<file path="src/rtl/generation_scheduler.sv">
// Generation sequencer: launches the logic engine and swaps buffers on frame boundaries.
// Optional compute watchdog enabled by defining GEN_WATCHDOG_EN.
module generation_scheduler #(
   parameter int GEN_W          = 16,
   parameter int FRAME_DIV_W    = 4,
   parameter int TIMEOUT_CYCLES = 1 << 20
) (
   input  logic                   clk_in,
   input  logic                   rst_in,
   input  logic                   run_in,
   input  logic                   step_in,
   input  logic [FRAME_DIV_W-1:0] frame_div_in,
   input  logic                   vsync_in,
   input  logic                   logic_done_in,
   output logic                   logic_start_out,
   output logic                   swap_out,
   output logic                   busy_out,
   output logic [GEN_W-1:0]       gen_count_out,
   output logic                   err_out
);

   typedef enum logic [1:0] {
      IDLE,
      COMPUTE,
      WAIT_FRAME,
      SWAP
   } state_t;

   state_t                 state_q, state_d;
   logic [FRAME_DIV_W-1:0] frame_cnt_q, frame_cnt_d;
   logic [FRAME_DIV_W-1:0] div_m1;
   logic [GEN_W-1:0]       gen_q, gen_d;
   logic                   start_q, start_d;
   logic                   swap_q, swap_d;
   logic                   busy_q, busy_d;
   logic                   err_q, err_d;
   logic                   run_hit;

`ifdef GEN_WATCHDOG_EN
   localparam int WD_W = $clog2(TIMEOUT_CYCLES + 1);
   logic [WD_W-1:0] wd_q, wd_d;
   logic            timeout;

   assign timeout = (wd_q == WD_W'(TIMEOUT_CYCLES - 1));
`else
   logic unused_timeout;

   assign unused_timeout = ^TIMEOUT_CYCLES;
`endif

   // A divider of 0 behaves as 1: launch on every vsync.
   assign div_m1  = (frame_div_in == '0) ? '0 : frame_div_in - 1'b1;
   assign run_hit = run_in && vsync_in && (frame_cnt_q >= div_m1);

   always_comb begin
      state_d     = state_q;
      frame_cnt_d = frame_cnt_q;
      gen_d       = gen_q;
      err_d       = err_q;
      start_d     = 1'b0;
      swap_d      = 1'b0;
`ifdef GEN_WATCHDOG_EN
      wd_d        = wd_q;
`endif
      unique case (state_q)
         IDLE: begin
            if (!run_in)
               frame_cnt_d = '0;
            else if (vsync_in)
               frame_cnt_d = frame_cnt_q + 1'b1;
            if (run_hit || step_in) begin
               start_d     = 1'b1;
               state_d     = COMPUTE;
               frame_cnt_d = '0;
`ifdef GEN_WATCHDOG_EN
               wd_d        = '0;
`endif
            end
         end
         COMPUTE: begin
            if (logic_done_in) begin
               state_d = WAIT_FRAME;
            end
`ifdef GEN_WATCHDOG_EN
            else if (timeout) begin
               err_d       = 1'b1;
               state_d     = IDLE;
               frame_cnt_d = '0;
            end else begin
               wd_d = wd_q + 1'b1;
            end
`endif
         end
         WAIT_FRAME: begin
            // Only a vsync seen here counts; one coinciding with done is ignored.
            if (vsync_in) begin
               state_d = SWAP;
               swap_d  = 1'b1;
               gen_d   = gen_q + 1'b1;
            end
         end
         SWAP: begin
            state_d     = IDLE;
            frame_cnt_d = '0;
         end
         default: begin
            state_d = IDLE;
         end
      endcase
      busy_d = (state_d != IDLE);
   end

   always_ff @(posedge clk_in or negedge rst_in) begin
      if (!rst_in) begin
         state_q     <= IDLE;
         frame_cnt_q <= '0;
         gen_q       <= '0;
         start_q     <= 1'b0;
         swap_q      <= 1'b0;
         busy_q      <= 1'b0;
         err_q       <= 1'b0;
      end else begin
         state_q     <= state_d;
         frame_cnt_q <= frame_cnt_d;
         gen_q       <= gen_d;
         start_q     <= start_d;
         swap_q      <= swap_d;
         busy_q      <= busy_d;
         err_q       <= err_d;
      end
   end

`ifdef GEN_WATCHDOG_EN
   always_ff @(posedge clk_in or negedge rst_in) begin
      if (!rst_in)
         wd_q <= '0;
      else
         wd_q <= wd_d;
   end
`endif

   assign logic_start_out = start_q;
   assign swap_out        = swap_q;
   assign busy_out        = busy_q;
   assign gen_count_out   = gen_q;
   assign err_out         = err_q;

endmodule

</file>
<file path="config.mk">
export PLATFORM = sky130hd
export DESIGN_NAME = generation_scheduler
export DESIGN_NICKNAME = d
export VERILOG_FILES = /design/src/rtl/generation_scheduler.sv
export SDC_FILE = /design/constraint.sdc
export NUM_CORES = 1
export LEC_CHECK = 0
export BUFFER_PORTS_ARGS = -buffer_cell sky130_fd_sc_hd__buf_2
export CAP_MARGIN = 20
export CORE_MARGIN = 2
export CORE_UTILIZATION = 35
export DETAILED_ROUTE_END_ITERATION = 6
export HOLD_SLACK_MARGIN = 0.02
export PLACE_DENSITY = 0.64
export SETUP_SLACK_MARGIN = 0.4
export SLEW_MARGIN = 0
export SYNTH_ARGS = -nofsm -noshare
export SYNTH_HDL_FRONTEND = slang
export SYNTH_SLANG_ARGS = --single-unit
</file>
<file path="constraint.sdc">
create_clock -name clk_in -period 4.5 [get_ports clk_in]
set_clock_uncertainty 0.1 [all_clocks]
set_input_delay 0 -clock clk_in [delete_from_list [all_inputs] [get_ports clk_in]]
set_output_delay 0 -clock clk_in [all_outputs]
set_load 0.02 [all_outputs]
</file>
==> impl_metrics.tcl <==
set metrics [dict create \
    status "complete, no violations" \
    worst_pin_slew_ps 548 \
    grt_pass1_wl_mm 4.44 \
    wl_per_cell_um 12.8 \
    cts_setup_buffers 0 \
    cp.arrival_ps 2090 \
    hpwl_mm 2.01 \
    cts.sinks 25 \
    seqPwrFrac_pct 43.7 \
    yosysWarnings 0 \
    ff2ff_setup_slack_ps 2500 \
    cts_tree "built" \
    switching_power_uw 268 \
    fin_nets 181 \
    grt_pass1_vias 980 \
    synth-seq-cells 25 \
    cts_root_buf "clkbuf_8" \
    clk_pin_slew_ps 80 \
    total_power_uw 706 \
    power.share.clock_pct 19.3 \
    track_usage_pct 13.3 \
    fillers 355 \
    peakVddDrop_uv 215 \
    r2r_start "state_q[0]" \
    drc 0 \
    cts.repair.resized 0 \
    insertion_delay_ps 270 \
    fin_setup_tns_ps 0 \
    synth_fp_nets 149 \
    setup_ws_ps 2500 \
    core_um2 3720 \
    hold_depth 5 \
    powerDensity_nw_per_um2 436 \
    p_leak_nw 0.793 \
    die-height_um 66.6 \
    drt_wl_total_mm 2.64 \
    gp_congestion 0.703 \
    drive_gt1_share_pct 25.8 \
    place_inst 201 \
    synth-async-reset-ratio_pct 100 \
    hold_path.class "in2reg" \
    period_share_pct 44.4 \
    cpPeakStageDelay_ps 430 \
    htree_levels 1 \
    rr_endpoint "gen_count_out[6]" \
    area_growth_pct 18.0 \
    crit_required_ps 4590 \
    path_class "reg2reg" \
    p_sw_share_pct 38.0 \
    fmaxAchievable_mhz 500 \
    maxSlewViolCount 0 \
    synth-edff-count 0 \
    fin_area_um2 1620 \
    die_width_um 66.6 \
    syn_inst 128 \
    drv_cap 0 \
    drtAntennaViolNets 0 \
    pre_cts_slack_ps 2280 \
    comb_power_share_pct 37.1 \
    dieArea_um2 4430 \
    ios 30 \
    port_buffers 28 \
    relSlewSlack_pct 63.5 \
    antenna_cells 0 \
    dr.pass1.iters 4 \
    synth_area_per_cell_um2 10.7 \
    slowest_stage "dfrtp_1" \
    viasPerCell 5.05 \
    rsz0062_at_grt "no" \
    cp_cell_sequence "inv_1, ha_1, nand3_1, nor2_1, and3_1, xor2_1" \
    dr.first_iter.drc_count 39 \
    synth_area_um2 1370 \
    ys.flop_type "dfrtp_1" \
    yosysSeqAreaShare_pct 45.6 \
    cts_buffer_depth 2 \
    synth_cell_types 40 \
    grt_max_degree 26 \
    grt_overflow 0 \
    endpoint_kind "flop" \
    min_to "state_q[0]" \
    start_util_pct 36.9 \
    dpl_cell_area_um2 1550 \
    r2r_cells 6 \
    dr_total_vias 1045 \
    final_cells 207 \
    antenna_found_initial 0 \
    period_needed_ps 2000 \
    rows 22 \
    numCtsBuffers 3 \
    crit_path_max_fanout 7 \
    hold_viol_final 0 \
    min_from "logic_done_in" \
    critPathLaunchType "flop" \
    setup_viol 0 \
    p_int_uw 437 \
]
metal layers:
metal	GRT usage (%)	vias to the layer above	wire, µm
li1	-	515	-
met4	5.36	0	33
met5	0	-	0
met3	3.55	4	134
met2	21.8	29	1250
met1	16.6	497	1220
worst max-delay path, delay by kind of cell, from the launching register on:
family,cells,cell delay [ps]
buf+inv,1,150
simple gates,3,750
flops,1,430
xor+xnor,1,170
fa+ha+maj,1,310
Yosys cell counts (2+ instances only):
| cell type | instances | area share [%] |
|---|---|---|
| mux2_2 | 2 | 1.6 |
| nor3b_1 | 2 | 1.1 |
| nor2b_1 | 2 | 0.91 |
| nor2_1 | 8 | 2.2 |
| a211o_1 | 2 | 1.3 |
| ha_1 | 11 | 10 |
| dfrtp_1 | 25 | 46 |
| a21oi_1 | 6 | 2.2 |
| nand4_1 | 5 | 2.3 |
| inv_1 | 6 | 1.6 |
| nand3_1 | 5 | 1.8 |
| nor3_1 | 3 | 1.1 |
| and2_1 | 2 | 0.91 |
| xnor2_1 | 12 | 7.7 |
| xor2_1 | 3 | 1.9 |
| or2_2 | 2 | 0.91 |
| a31oi_1 | 2 | 0.91 |
| nand2_1 | 7 | 1.9 |
| and4_1 | 2 | 1.3 |
cells by family after synthesis:
group / Yosys count / share of synthesized area (%)
compound gates: 20 / 10.3
xor+xnor: 15 / 9.58
fa+ha+maj: 11 / 10.0
buf+inv: 9 / 3.28
flops: 25 / 45.6
mux: 2 / 1.64
other cells: 1 / 0.273
simple gates: 45 / 19.3
worst max-delay path by stage:
stage / startpoint / endpoint / slack [ps] / depth (start not counted)
5_1_grt: state_q[0] / gen_count_out[6] / 2260 / 6
4_1_cts: state_q[0] / gen_count_out[6] / 2490 / 6
3_3_place_gp: frame_div_in[1] / frame_cnt_q[2] / 2400 / 9
3_5_place_dp: frame_div_in[1] / busy_out / 2280 / 9
2_1_floorplan: frame_div_in[1] / frame_cnt_q[2] / 2650 / 8
6_report: state_q[0] / gen_count_out[6] / 2500 / 6
power groups by stage:
stage          Sequential (mW)  Clock, mW  Combinational, mW
2_1_floorplan            0.337          0              0.159
3_3_place_gp             0.309          0              0.253
3_5_place_dp             0.313          0              0.261
4_1_cts                  0.308      0.142              0.263
5_1_grt                  0.313      0.151              0.295
6_report                 0.308      0.136              0.262
metrics by stage:
step	hold WS (ps)	utilization, %
floorplan	-396	-
global placement	-91.5	41.7
detailed placement	-77.7	41.7
CTS	22.8	43.5
global route	48.7	43.5
finish	34.4	43.5
cell usage in the layout, fill, tap and decap left out, drive strengths merged:
cell type,synthesis,layout
and4,2,2
or3b,1,1
nor4bb,1,1
o31ai,1,1
nor3b,2,2
xor2,3,3
nand2,7,7
clkbuf,1,3
a2111oi,1,1
o211ai,1,1
mux2,2,2
o21ai,1,1
clkinvlp,0,1
o21a,1,1
a31oi,2,2
nand4,6,6
a41oi,1,1
and3,1,1
xnor2,12,12
a211o,2,2
nor2b,2,2
dfrtp,25,25
o21bai,1,1
and2,3,3
buf,2,28
nor2,8,8
a21oi,6,6
dlygate4sd3,0,2
conb,1,1
nand2b,1,1
inv,6,6
ha,11,11
a22o,1,1
nand3,5,5
a211oi,2,2
nor4,1,1
or2,2,2
nor3,3,3
state kept, by name (all words and copies together) (netlist names):
signal and cells:
logic_start_out 1, gen_count_out 16, swap_out 1, frame_cnt_q 4
state_q 2, busy_out 1
cell type report:
class,count,area [µm²],share of cell area (%)
Clock buffer,3,41.3,2.55
Timing Repair Buffer,30,160,9.90
Multi-Input combinational cell,94,701,43.3
Sequential cell,25,626,38.7
Tap cell,48,60.1,3.71
Clock inverter,1,7.51,0.464
Inverter,6,22.5,1.39
repair_timing:
| action | in CTS | in global routing |
|---|---|---|
| endpoints found under the setup margin | 0 | 0 |
| endpoints found under the hold margin | 28 | 0 |
| hold buffers | 2 | 0 |
(Power assumes the default switching activity.)
